$ cat src/rtl/bit_select_pkg.sv
// bit_select_pkg: shared select-table types and the identity-table reset helper.
//   TAB_WIDTH  data width the select table is built for
//   TAB_SW     select-index width, $clog2(TAB_WIDTH)
//   sel_t      one select-table entry
//   sel_tab_t  full select table, entry k drives output bit k
package bit_select_pkg;
    localparam int TAB_WIDTH = 4;
    localparam int TAB_SW    = $clog2(TAB_WIDTH);
    typedef logic [TAB_SW-1:0] sel_t;
    typedef sel_t [TAB_WIDTH-1:0] sel_tab_t;
    function automatic sel_tab_t identity_tab();
        sel_tab_t t;
        for (int k = 0; k < TAB_WIDTH; k++) t[k] = sel_t'(k);
        return t;
    endfunction
endpackage

$ cat src/rtl/bit_select_fifo2.sv
// bit_select_fifo2: generic 2-entry valid/ready FIFO, registered head, no bubbles.
//   clk, rst              clock, synchronous active-high reset
//   in_valid/in_ready/d   push side; in_ready depends only on stored occupancy
//   out_valid/out_ready/q pop side; q is the head entry
//   count                 occupancy 0..2
module bit_select_fifo2 #(
    parameter int DW = 4
) (
    input  logic          clk,
    input  logic          rst,
    input  logic          in_valid,
    output logic          in_ready,
    input  logic [DW-1:0] d,
    output logic          out_valid,
    input  logic          out_ready,
    output logic [DW-1:0] q,
    output logic [1:0]    count
);
    logic [DW-1:0] tail;
    logic          push;
    logic          pop;
    assign in_ready  = count != 2'd2;
    assign out_valid = count != 2'd0;
    assign push      = in_valid && in_ready;
    assign pop       = out_valid && out_ready;
    always_ff @(posedge clk) begin
        if (rst) begin
            count <= 2'd0;
            q     <= '0;
            tail  <= '0;
        end else begin
            count <= count + 2'(push) - 2'(pop);
            // head takes new data when it is (or is about to become) empty; otherwise shifts from tail
            if ((count == 2'd0 && push) || (count == 2'd1 && push && pop))
                q <= d;
            else if (count == 2'd2 && pop)
                q <= tail;
            if (count == 2'd1 && push && !pop)
                tail <= d;
        end
    end
endmodule

$ cat src/rtl/bit_select_stage.sv
// bit_select_stage: registered bit-permutation stage, O[k] = I[sel[k]], with a 2-entry output buffer.
//   CLK, RESET             clock, synchronous active-high reset
//   in_valid/in_ready/I    input beat handshake and data
//   out_valid/out_ready/O  output beat handshake and permuted data
//   cfg_we/cfg_idx/cfg_sel select-table write: sel[cfg_idx] = cfg_sel
//   beat_count             accepted input beats, modulo 2^CNTW
module bit_select_stage
    import bit_select_pkg::*;
#(
    parameter int WIDTH = TAB_WIDTH,
    parameter int CNTW  = 8,
    localparam int SW   = $clog2(WIDTH)
) (
    input  logic            CLK,
    input  logic            RESET,
    input  logic            in_valid,
    output logic            in_ready,
    input  logic [WIDTH-1:0] I,
    output logic            out_valid,
    input  logic            out_ready,
    output logic [WIDTH-1:0] O,
    input  logic            cfg_we,
    input  logic [SW-1:0]   cfg_idx,
    input  logic [SW-1:0]   cfg_sel,
    output logic [CNTW-1:0] beat_count
);
    sel_tab_t         sel;
    logic [WIDTH-1:0] perm;
    logic [1:0]       occ;
    // permutation uses the table as it stands before this edge's write
    always_comb begin
        perm = '0;
        for (int k = 0; k < WIDTH; k++) perm[k] = I[sel[k]];
    end
    always_ff @(posedge CLK) begin
        if (RESET) begin
            sel        <= identity_tab();
            beat_count <= '0;
        end else begin
            if (cfg_we) sel[cfg_idx] <= cfg_sel;
            if (in_valid && occ != 2'd2) beat_count <= beat_count + 1'b1;
        end
    end
    bit_select_fifo2 #(.DW(WIDTH)) u_fifo (
        .clk       (CLK),
        .rst       (RESET),
        .in_valid  (in_valid),
        .in_ready  (in_ready),
        .d         (perm),
        .out_valid (out_valid),
        .out_ready (out_ready),
        .q         (O),
        .count     (occ)
    );
endmodule

$ cat config.mk
export PLATFORM = sky130hd
export DESIGN_NAME = bit_select_stage
export DESIGN_NICKNAME = d
export VERILOG_FILES = /design/src/rtl/bit_select_pkg.sv /design/src/rtl/bit_select_fifo2.sv /design/src/rtl/bit_select_stage.sv
export SDC_FILE = /design/constraint.sdc
export NUM_CORES = 1
export LEC_CHECK = 0
export ABC_AREA = 0
export CORE_ASPECT_RATIO = 1.75
export CORE_UTILIZATION = 50
export DETAILED_ROUTE_END_ITERATION = 6
export PLACE_DENSITY = 0.75
export SYNTH_ARGS = -nofsm -noshare
export SYNTH_HDL_FRONTEND = slang
export SYNTH_HIERARCHICAL = 1
export SYNTH_SLANG_ARGS = --single-unit
$ cat constraint.sdc
create_clock -name CLK -period 1.6 [get_ports CLK]
set_input_delay 0.32 -clock CLK [delete_from_list [all_inputs] [get_ports CLK]]
set_output_delay 0.32 -clock CLK [all_outputs]
set_load 0.05 [all_outputs]
# Word-level counts from Yosys, hierarchy flattened
# Cells that the tools add are included.
[word_totals]
elab_cells = 46
ff_bits = 26
[op_classes]
n_addsub = 3
n_mux = 13
n_reduce_logical = 13
order_cmp = 6
eq_ne = 3
[op_table]
columns = ["cell", "count"]
rows = [
  ["$lt A2 B3 Y1 const B", 5],
  ["$add A8 B1 Y8 const B", 1],
  ["$bmux W1 S2", 4],
  ["$bwmux W8", 1],
  ["$logic_and A1 B1 Y1", 8],
  ["$mux W4", 2],
  ["$demux W2 S2", 1],
  ["$mux W1", 4],
  ["$reduce_bool A2 Y1", 2],
  ["$add A2 B1 Y2", 1],
  ["$eq A2 B1 Y1 const B", 1],
  ["$eq A2 B2 Y1 const B", 1],
  ["$ge A2 B1 Y1 const B", 1],
  ["$logic_not A2 Y1", 1],
  ["$mux W2", 1],
  ["$ne A2 B2 Y1 const B", 1],
  ["$sub A2 B1 Y2", 1],
  ["$logic_not A1 Y1", 1],
  ["$logic_or A1 B1 Y1", 1],
]

# Depth between registers and ports, before layout
# Gate-level depths: netlist of run 1.
[depth]
depth_word = 6
depth_mapped = 6
ltp_nobuf = 6

# Modules after synthesis
# Netlist of run 1, hierarchy kept.
[modules_own_cells]
columns = ["mod", "area_each_um2", "cells_per_inst", "seq_area_each_um2", "instances"]
rows = [
  ["bit_select_stage", 818.3, 80, 320.3, 1],
  ["bit_select_fifo2", 509.2, 49, 200.2, 1],
]

# Least setup slack after synthesis of run 1
# Ideal clock, no wire load.
[synth_path]
path_kind = "register to register"
startpoint = "register beat_count[0]"
endpoint = "register beat_count[6]"
stages_incl_launch_ff = 5
path_slack_ps = -104
t_required_ps = 1479
arrival_ps = 1583
period_less_slack_ps = 1704
path_cell_list = "dfxtp_1 > ha_1 > inv_1 > nor4_1 > mux2_2"
[synth_between]
elab_chain_len = 1
[synth_lines]
columns = ["element", "line_no", "rtl"]
rows = [
  ["start: declaration", "bit_select_stage.sv:25", "output logic [CNTW-1:0] beat_count"],
  ["start signal: assignment", "bit_select_stage.sv:41", "if (in_valid && occ != 2'd2) beat_count <= beat_count + 1'b1;"],
  ["$add A8 B1 Y8", "bit_select_stage.sv:41", ""],
]
# No other way between the ends.
# A chain may end at the register's enable or synchronous reset.

# Worst setup path after layout of run 1
[layout_path]
startpoint = "register u_fifo.count[1]"
endpoint = "register u_fifo.count[1]"
[layout_between]
elab_chain_len = 4
elab_cells_between_ends = 6
cone_classes = "add/sub: 2; eq/ne: 1; reduce/logical: 3"
[layout_lines]
columns = ["element", "line_no", "rtl"]
rows = [
  ["start: declaration", "bit_select_fifo2.sv:17", "output logic [1:0] count"],
  ["start signal: assignment", "bit_select_fifo2.sv:32", "count <= count + 2'(push) - 2'(pop);"],
  ["$ne A2 B2 Y1", "bit_select_fifo2.sv:22", "assign in_ready = count != 2'd2;"],
  ["$logic_and A1 B1 Y1", "bit_select_fifo2.sv:24", "assign push = in_valid && in_ready;"],
  ["$add A2 B1 Y2", "bit_select_fifo2.sv:32", ""],
  ["$sub A2 B1 Y2 *", "bit_select_fifo2.sv:32", ""],
]
# Mark *: on every way between the ends. The rest lies on a longest branch, timed or not.

==> metrics.json, run 1 <==
{
  "grt_setup_unrepaired": "no",
  "synth.lib_cells_used.distinct": 35,
  "routabilityCongestion": 0.734,
  "synth_sequential_area_ratio_pct": 39.2,
  "vias": 1102,
  "slew_viol_final": 0,
  "total_of_hold_buffers_inserted_after_clock_tree_synthesis": 0,
  "sink_count_of_the_clock_tree": 26,
  "yosys_most_used_dff": "sky130_fd_sc_hd__dfxtp_1",
  "total_leakage_power_nw": 0.749,
  "cpPeakStageDelay_ns": 0.47,
  "postCtsSetupBuffers": 0,
  "crit_path_cell_chain": "nor2b_1 -> a211oi_2 -> a21oi_2 -> ha_2 -> nor2b_1 -> mux2_1",
  "floorplan.initialDensity_pct": 53.3,
  "finalNetCount": 180,
  "synth.area.top_cells": "sky130_fd_sc_hd__dfxtp_1, sky130_fd_sc_hd__mux2i_1, sky130_fd_sc_hd__mux4_2, sky130_fd_sc_hd__nand2b_1, sky130_fd_sc_hd__nor2_1",
  "peakVddDrop_uv": 685,
  "antenna_found_initial": 0,
  "antenna_cells": 0,
  "clock_tree_from_tritoncts": "built",
  "utilization_pct": 72.2,
  "die-area_sq_um": 2870,
  "dp_cells": 186,
  "yosysWarningCount": 6,
  "first_pass_iters": 4,
  "total_number_of_h_tree_levels": 1,
  "critPathLaunchType": "flip-flop",
  "synth_seq_cells": 26,
  "fin_tns_setup_ns": 0,
  "grt_overflow_total": 0,
  "ys_async_sr_fraction_pct": 0,
  "postSynthAreaPerCell_sq_um": 10.3,
  "grt_util_all_layers_pct": 22.2,
  "final.period_utilization_pct": 96.3,
  "clock-skew-final_ns": 0.00274,
  "layoutNonFillerInstCount": 190,
  "post_synth_instance_area_sq_um": 1330,
  "floorplan.die.width_microns": 41.0,
  "synth-edff-count": 0,
  "max-slew-margin-rel_pct": 74.1,
  "p_per_area_nw_per_um2": 990,
  "synth_fp_nets": 144,
  "worst_skew_pair.late_latency_ns": 0.27,
  "worst_slew_pin_slew_ns": 0.386,
  "ios": 27,
  "global_route_wire_length_before_repair_microns": 4510,
  "place.port_buffers": 26,
  "clock-root-buffer": "sky130_fd_sc_hd__clkbuf_8",
  "fp-row-count": 24,
  "layout.cells.most_common": "sky130_fd_sc_hd__dfxtp_1",
  "timing.critical_path.slowest_stage_cell": "sky130_fd_sc_hd__dfxtp_1",
  "numCtsBuffers": 3,
  "core_area_sq_um": 2490,
  "drive_gt1_share_pct": 27.4,
  "drt_first_iter_violations": 14,
  "route.met3.wl_microns": 67,
  "cp-end-kind": "flip-flop",
  "ctsLongestPathBuffers": 2,
  "cp_data_arrival_time_ns": 1.70,
  "power_mw": 1.78,
  "max_freq_mhz": 649,
  "critPathTopFamily": "flip-flops",
  "syn_to_final_growth_pct": 35.5,
  "netlist_instances": 129,
  "cp.buffers_inverters": 0,
  "min_period_ns": 1.54,
  "route.final.wire_length_microns": 2820,
  "worstPathMaxFanout": 7,
  "detailed_place_hpwl_microns": 2210,
  "drv.max_cap_violation_count": 0,
  "most-common-layout-cells": "sky130_fd_sc_hd__dfxtp_1, sky130_fd_sc_hd__buf_4, sky130_fd_sc_hd__mux2i_1, sky130_fd_sc_hd__nor2_1, sky130_fd_sc_hd__clkdlybuf4s50_1",
  "synth_area_leader_cell": "sky130_fd_sc_hd__dfxtp_1",
  "clkSlewWorstSetupHoldPaths_ns": 0.09,
  "drt_drc_violations_left": 0,
  "met1_length_microns": 979,
  "synth_top_cell_area_share_pct": 39.2,
  "crit_top_cell": "sky130_fd_sc_hd__nor2b_1",
  "pin_count_of_the_biggest_net_entering_global_routing": 31,
  "die_y_microns": 70.2,
  "met2_length_microns": 1750,
  "timing.setup.critical_path_class": "reg -> reg",
  "detail-route-antenna-nets": 0,
  "grt_pass1_vias": 1103,
  "min_path_type": "reg -> reg",
  "outcome": "completed",
  "timing.final.setup_violations": 0,
  "avgViaCountPerCell": 5.80,
  "hold_viol": 0,
  "topRoutingLayerUsed": "met4",
  "timing.critical_path.required_ns": 1.76,
  "route.detailed.wl_per_inst_microns": 14.8
}
-- cells by family after synthesis --
| family | count (synthesis) | synth area share, % |
|---|---|---|
| muxes | 21 | 20.0 |
| buffers and inverters | 8 | 3.49 |
| and+or+nand+nor | 50 | 23.3 |
| adders and majority gates | 2 | 1.88 |
| AOI/OAI and AO/OA | 22 | 12.2 |
| DFF | 26 | 39.2 |
-- worst min-delay path, stage by stage, from the launching register on --
cell and delay (ns):
sky130_fd_sc_hd__dfxtp_1 0.34, sky130_fd_sc_hd__mux2i_1 0.07, sky130_fd_sc_hd__nor2_1 0.07
-- cell usage after synthesis (2+ instances only) --
cell	instances
sky130_fd_sc_hd__dfxtp_1	26
sky130_fd_sc_hd__mux2i_1	13
sky130_fd_sc_hd__nor2_1	12
sky130_fd_sc_hd__nand2b_1	8
sky130_fd_sc_hd__a21oi_1	7
sky130_fd_sc_hd__nor2b_1	7
sky130_fd_sc_hd__mux4_2	4
sky130_fd_sc_hd__clkbuf_1	3
sky130_fd_sc_hd__nand3_1	3
sky130_fd_sc_hd__nand3b_1	3
sky130_fd_sc_hd__nor4_1	3
sky130_fd_sc_hd__o21ba_1	3
sky130_fd_sc_hd__o221a_1	3
sky130_fd_sc_hd__o31ai_1	3
sky130_fd_sc_hd__or4_1	3
sky130_fd_sc_hd__a211oi_1	2
sky130_fd_sc_hd__and4bb_1	2
sky130_fd_sc_hd__buf_6	2
sky130_fd_sc_hd__ha_1	2
sky130_fd_sc_hd__mux2_1	2
sky130_fd_sc_hd__mux2_2	2
sky130_fd_sc_hd__nand4_1	2
sky130_fd_sc_hd__o21ai_0	2
-- routing by layer --
layer | up-vias | global-route usage (%)
met5 | - | 0
met4 | 0 | 8.89
met3 | 2 | 3.17
met2 | 19 | 42.0
met1 | 532 | 20.2
li1 | 549 | -
-- registers in the layout (all words and copies together) (netlist names) --
| signal | cells |
|---|---|
| beat_count | 8 |
| sel | 8 |
| u_fifo/count | 2 |
| u_fifo/q | 4 |
| u_fifo/tail | 4 |
-- cell type report --
type	count	area, sq um
Multi-Input combinational cell	95	776
Fill cell	205	693
Sequential cell	26	524
Timing Repair Buffer	37	388
Clock buffer	3	41.3
Tap cell	26	32.5
Clock inverter	1	30.0
Inverter	2	7.51
-- repair_timing --
| action | in CTS | in global routing |
|---|---|---|
| gates resized for setup | 6 | 1 |
| setup endpoints to repair | 4 | 3 |
| pin swaps | 2 | 0 |
-- per-stage QoR --
stage	hold WS [ns]	area [sq um]	worst slack, ns
3_5_place_dp	0.482	1710	-0.314
2_1_floorplan	0.449	1330	0.0954
3_3_place_gp	0.475	1710	-0.271
6_report	0.506	1800	0.0588
4_1_cts	0.509	1800	0.00222
5_1_grt	0.533	1800	0.00328
-- path summary, 6_finish.rpt --
check | from | end | slack, ns | cells after the start
setup reg to reg | u_fifo/count[1] | u_fifo/count[1] | 0.06 | 6
hold / removal | u_fifo/tail[3] | u_fifo/tail[3] | 0.51 | 2
hold reg to reg | u_fifo/tail[3] | u_fifo/tail[3] | 0.51 | 2
setup / recovery | u_fifo/count[1] | u_fifo/count[1] | 0.06 | 6
-- power by group --
group | total (mW) | switching, mW | internal (mW)
Combinational | 0.506 | 0.266 | 0.241
Sequential | 0.742 | 0.0488 | 0.693
Clock | 0.534 | 0.199 | 0.334
Total | 1.78 | 0.514 | 1.27
No activity file was read; power rests on OpenSTA's default activity.
==> run 2: changes to the inputs <==
--- a/config.mk
+++ b/config.mk
@@ -8,6 +8,7 @@
 export ABC_AREA = 0
 export CORE_ASPECT_RATIO = 1.75
 export CORE_UTILIZATION = 50
+export CTS_BUF_LIST = sky130_fd_sc_hd__clkbuf_8 sky130_fd_sc_hd__clkbuf_16
 export DETAILED_ROUTE_END_ITERATION = 6
 export PLACE_DENSITY = 0.75
 export SYNTH_ARGS = -nofsm -noshare
==> results of run 2 <==
Final layout, timing and power as in run 1 (identical DEF).
